--- src/rtl/dynamic_to_static_7seg.sv ---
// Turns a scanned seven-segment bus into per-digit static segment/dp drives with PWM dimming.
// Optional SEG7_STALE_BLANK_EN: blank any digit not refreshed within stale_cycles.
module dynamic_to_static_7seg #(
    parameter int w_digit        = 8,
    parameter int min_hold       = 1,
    parameter int pwm_bits       = 4,
    parameter int stale_cycles   = 50_000_000,
    parameter bit seg_active_low = 1'b1,
    parameter bit dp_active_low  = 1'b0
) (
    input  logic                   clk,
    input  logic                   rst,
    input  logic [7:0]             abcdefgh,
    input  logic [w_digit-1:0]     digit,
    input  logic [pwm_bits-1:0]    brightness,
    output logic [w_digit*7-1:0]   seg,
    output logic [w_digit-1:0]     dp
);

    localparam int                HOLD_W   = $clog2(min_hold + 1);
    localparam logic [HOLD_W-1:0] HOLD_MAX = HOLD_W'(min_hold - 1);

    if (min_hold < 1 || pwm_bits < 1 || stale_cycles < 1) begin : g_bad_cfg
        $error("dynamic_to_static_7seg: min_hold, pwm_bits and stale_cycles must be >= 1");
    end

    logic [pwm_bits-1:0] r_pwm_cnt;
    logic                w_lit;

    // Input pattern is a..g in bits 7..1; output packs a..g into bits 0..6.
    function automatic logic [6:0] drive_seg(input logic [7:0] p, input logic on);
        logic [6:0] s;
        for (int k = 0; k < 7; k++) begin
            s[k] = (on & p[7-k]) ^ seg_active_low;
        end
        return s;
    endfunction

    function automatic logic drive_dp(input logic [7:0] p, input logic on);
        return (on & p[0]) ^ dp_active_low;
    endfunction

    assign w_lit = (brightness == '1) || (r_pwm_cnt < brightness);

    always_ff @(posedge clk) begin
        if (rst) begin
            r_pwm_cnt <= '0;
        end else begin
            r_pwm_cnt <= r_pwm_cnt + 1'b1;
        end
    end

    for (genvar i = 0; i < w_digit; i++) begin : g_dig
        logic [7:0]        r_pat;
        logic [HOLD_W-1:0] r_hold;
        logic [6:0]        r_seg;
        logic              r_dp;
        logic              w_cap;
        logic              w_show;

        assign w_cap = digit[i] && (r_hold == HOLD_MAX);

`ifdef SEG7_STALE_BLANK_EN
        localparam int               AGE_W   = $clog2(stale_cycles + 1);
        localparam logic [AGE_W-1:0] AGE_MAX = AGE_W'(stale_cycles);

        logic [AGE_W-1:0] r_age;
        logic [AGE_W-1:0] w_age_nxt;

        always_comb begin
            w_age_nxt = r_age;
            if (w_cap) begin
                w_age_nxt = '0;
            end else if (r_age != AGE_MAX) begin
                w_age_nxt = r_age + 1'b1;
            end
        end

        always_ff @(posedge clk) begin
            if (rst) begin
                r_age <= '0;
            end else begin
                r_age <= w_age_nxt;
            end
        end

        // Mask on both sides of the edge so the blank lines up with the registered output.
        assign w_show = w_lit && (r_age != AGE_MAX) && (w_age_nxt != AGE_MAX);
`else
        assign w_show = w_lit;
`endif

        always_ff @(posedge clk) begin
            if (rst) begin
                r_pat  <= '0;
                r_hold <= '0;
                r_seg  <= {7{seg_active_low}};
                r_dp   <= dp_active_low;
            end else begin
                if (!digit[i]) begin
                    r_hold <= '0;
                end else if (r_hold != HOLD_MAX) begin
                    r_hold <= r_hold + 1'b1;
                end
                if (w_cap) begin
                    r_pat <= abcdefgh;
                end
                r_seg <= drive_seg(r_pat, w_show);
                r_dp  <= drive_dp(r_pat, w_show);
            end
        end

        assign seg[7*i +: 7] = r_seg;
        assign dp[i]         = r_dp;
    end

endmodule

--- config.mk ---
export PLATFORM = sky130hd
export DESIGN_NAME = dynamic_to_static_7seg
export DESIGN_NICKNAME = d
export VERILOG_FILES = /design/src/rtl/dynamic_to_static_7seg.sv
export SDC_FILE = /design/constraint.sdc
export NUM_CORES = 1
export LEC_CHECK = 0
export BUFFER_PORTS_ARGS = -buffer_cell sky130_fd_sc_hd__buf_4
export CORE_UTILIZATION = 32
export DETAILED_ROUTE_END_ITERATION = 10
export PLACE_DENSITY_LB_ADDON = 0.05
export RECOVER_POWER = 25
export SETUP_SLACK_MARGIN = 0.02
export SLEW_MARGIN = 25
export SYNTH_ARGS = -nofsm -noshare
export SYNTH_HDL_FRONTEND = slang
export SYNTH_SLANG_ARGS = --single-unit
--- constraint.sdc ---
create_clock -name clk -period 1.57 [get_ports clk]
set_input_delay 0.0785 -clock clk [delete_from_list [all_inputs] [get_ports clk]]
set_output_delay 0.0785 -clock clk [all_outputs]
set_load 0.01 [all_outputs]
==> results_dict.tcl <==
set metrics [dict create \
    min-delay-start "abcdefgh[6]" \
    nets 534 \
    criticalPathCategory "reg2reg" \
    cp_slowest_cell "dfxtp_4" \
    vias_per_cell 4.43 \
    relSlewSlack 0.0189 \
    crit_path_end "g_dig[6].r_dp$_SDFF_PP0_" \
    htreeDepth 4 \
    synth_compound_area_frac 0.0904 \
    syn2layout_area_growth_pct 32.2 \
    synth_xor_area_frac 0.00388 \
    hpwl_mm 6.02 \
    io_pins 86 \
    status "complete, no violations" \
    cts_inserted_buffers 17 \
    synth_top_family_by_area "multiplexers" \
    finalCriticalPeriod_ns 1.53 \
    synth.area.top_cells "dfxtp_1, mux2i_1, o21ai_0, nor2_1, buf_6" \
    critPathArrivalTime_ns 1.83 \
    clk_path_buf_depth 2 \
    final_cell_area_um2 5970 \
    ys_seq_area_frac 0.621 \
    die-width_um 121 \
    yosysWarnings 0 \
    cp_top_family "compound AO/OA/AOI/OAI gates" \
    coreArea_um2 13800 \
    drv_cap 0 \
    drive_gt1_frac 0.187 \
    die_h_um 121 \
    final.period_utilization 0.972 \
    synth_top_area_share 0.621 \
    yosys-mux-area-fraction 0.124 \
    crit_required_ns 1.87 \
    ys_ff_latch 140 \
    power_density_nw_per_um2 1430 \
    grt_max_degree 69 \
    synth_cell_types 25 \
    die_area_um2 14600 \
    drc 0 \
    worst_slew_pin_slew_ns 1.47 \
    hold_violations 0 \
    preCtsSetupSlack_ns 0.0342 \
    antennaDiodeCount 0 \
    avgSynthCellArea_um2 10.9 \
    synth-simple-area-share 0.0837 \
    totalWireLength_mm 11.1 \
    crit_buf_inv 2 \
    synthCells 416 \
    root_buffer "clkbuf_16" \
    overflow 0 \
    port_buffers 85 \
    vias 3100 \
    grt_pass1_vias 2948 \
    fin_ws_ns 0.0441 \
    r2r-end "g_dig[6].r_dp$_SDFF_PP0_" \
    grt_setup_unrepaired "true" \
    wire_per_inst_um 15.8 \
    drtAntennaViolNets 0 \
    setup_viol 0 \
    synth_fa_ha_area_frac 0.0111 \
    r2r_start "r_pwm_cnt[2]$_SDFF_PP0_" \
    p_leak_nw 2.60 \
    grt_pass1_wl_mm 15.7 \
    r2r_slack_ns 0.04 \
    antenna_found_initial 0 \
    clk_latency_ns 0.41 \
    peakVddDrop_v 0.000785 \
    first_pass_iters 4 \
    cpPeakStageDelay_ns 0.36 \
    slew_violations 0 \
    startpoint_type "flip-flop" \
    cp.depth 6 \
    cts_tree "built" \
    rows 43 \
    startpoint "r_pwm_cnt[2]$_SDFF_PP0_" \
    min_path_type "in2reg" \
    rr_worst_depth 6 \
    fin_worst_skew_ns 0.00403 \
    start_util 0.326 \
    syn_area_um2 4510 \
    worst_setup_path_end_kind "flip-flop" \
    crit_fanout 11 \
    gp_congestion 0.689 \
    clk_pin_slew_ns 0.06 \
    max_clock_freq_mhz 655 \
    drtIter0Drc 214 \
    synth_top_cell_by_area "dfxtp_1" \
    clock-sinks 140 \
    grtUsageTotal 0.148 \
    critical_path.cell_chain "ha_4 > o211ai_1 > o21a_4 > buf_12 > buf_8 > o21a_1" \
    place_area_um2 5220 \
]
sequential cells by signal, indices dropped and copies added, names as in the netlist:
signal	cells
r_pwm_cnt	4
g_dig.r_pat	64
g_dig.r_dp	8
g_dig.r_hold	8
g_dig.r_seg	56
cell usage in the layout (no fill, tap or decap), drive strengths merged:
master,count
dfxtp,140
clkbuf,76
nor2,59
mux2i,56
o21ai,56
buf,53
nand2,16
o21a,9
nand2b,8
a21oi,8
conb,8
dlygate4sd3,7
clkinv,4
ha,4
inv,3
bufinv,3
nor2b,2
nand3,2
nor3,1
o211ai,1
nor3b,1
a211oi,1
xor2,1
xnor2,1
cells by family (layout without fill, tap and decap cells):
logic type | after synthesis | after routing
flip-flops | 140 | 140
AND/OR/NAND/NOR | 89 | 89
AO/OA/AOI/OAI | 75 | 75
multiplexers | 56 | 56
buffers and inverters | 49 | 146
adder cells (fa/ha/maj) | 4 | 4
XOR/XNOR | 2 | 2
other | 1 | 8
per-layer routing:
metal | up-vias | track usage | part of all wire
met2 | 86 | 0.221 | 0.45
met4 | 0 | 0.0864 | 0.017
li1 | 1535 | - | -
met3 | 18 | 0.0458 | 0.051
met1 | 1461 | 0.188 | 0.49
met5 | - | 0 | 0
how the worst min path moves through the flow:
| stage | to | cells after the start |
|---|---|---|
| floorplan | g_dig[0].r_seg[0]$_SDFF_PP1_ | 1 |
| global placement | g_dig[0].r_seg[1]$_SDFF_PP1_ | 1 |
| detailed placement | g_dig[0].r_seg[2]$_SDFF_PP1_ | 1 |
| CTS | g_dig[4].r_pat[6]$_SDFFE_PP0P_ | 3 |
| global route | g_dig[4].r_pat[6]$_SDFFE_PP0P_ | 3 |
| finish | g_dig[4].r_pat[6]$_SDFFE_PP0P_ | 3 |
metrics by stage:
| stage | utilization | TNS, ns | power (mW) | hold slack, ns | std cells |
|---|---|---|---|---|---|
| CTS | 0.426 | 0 | 8.54 | 0.00253 | 689 |
| global route | 0.431 | -0.0487 | 8.86 | 0.0158 | 700 |
| floorplan | - | 0 | 4.19 | 0.369 | 423 |
| finish | 0.431 | 0 | 8.52 | 0.0204 | 700 |
| global placement | 0.377 | 0 | 4.38 | 0.374 | 651 |
| detailed placement | 0.377 | 0 | 4.39 | 0.380 | 651 |
repair_timing:
| action | in CTS | in global routing |
|---|---|---|
| endpoints found under the hold margin | 7 | 0 |
| gates resized for setup | 0 | 14 |
| hold buffers | 7 | 0 |
| setup endpoints to repair | 0 | 45 |
| setup buffers | 0 | 4 |
where the power goes:
part           internal (mW)  switching (mW)
Clock                   2.69            1.40
Combinational          0.308           0.342
Sequential              3.71          0.0649
Total                   6.70            1.81
tightest hold or removal path, delay by kind of cell:
family          cells  cell delay (ns)
compound gates      1             0.06
simple gates        1             0.07
buf+inv             1             0.16
cells in the mapped netlist:
library cell and n:
buf_2 12, o21ai_0 51, a21oi_1 8, o211ai_1 1, xor2_1 1, buf_6 8, o21ai_1 5, clkbuf_2 4
nor3_4 1, clkbuf_1 14, a211oi_2 1, nor3b_1 1, mux2i_1 56, o21a_1 9, buf_4 8, ha_1 4
conb_1 1, nand2_1 16, dfxtp_1 140, inv_1 3, nor2_1 59, nor2b_1 2, nand2b_1 8, nand3_1 2
xnor2_1 1
layout make-up:
class | count | area [um2]
inverter | 3 | 11.3
sequential | 140 | 2810
clock buffer | 24 | 502
multi-input combinational | 234 | 1490
timing repair buffer | 112 | 815
fill | 1357 | 7860
clock inverter | 7 | 110
tap | 180 | 225
Power figures use the tool's default switching activity.
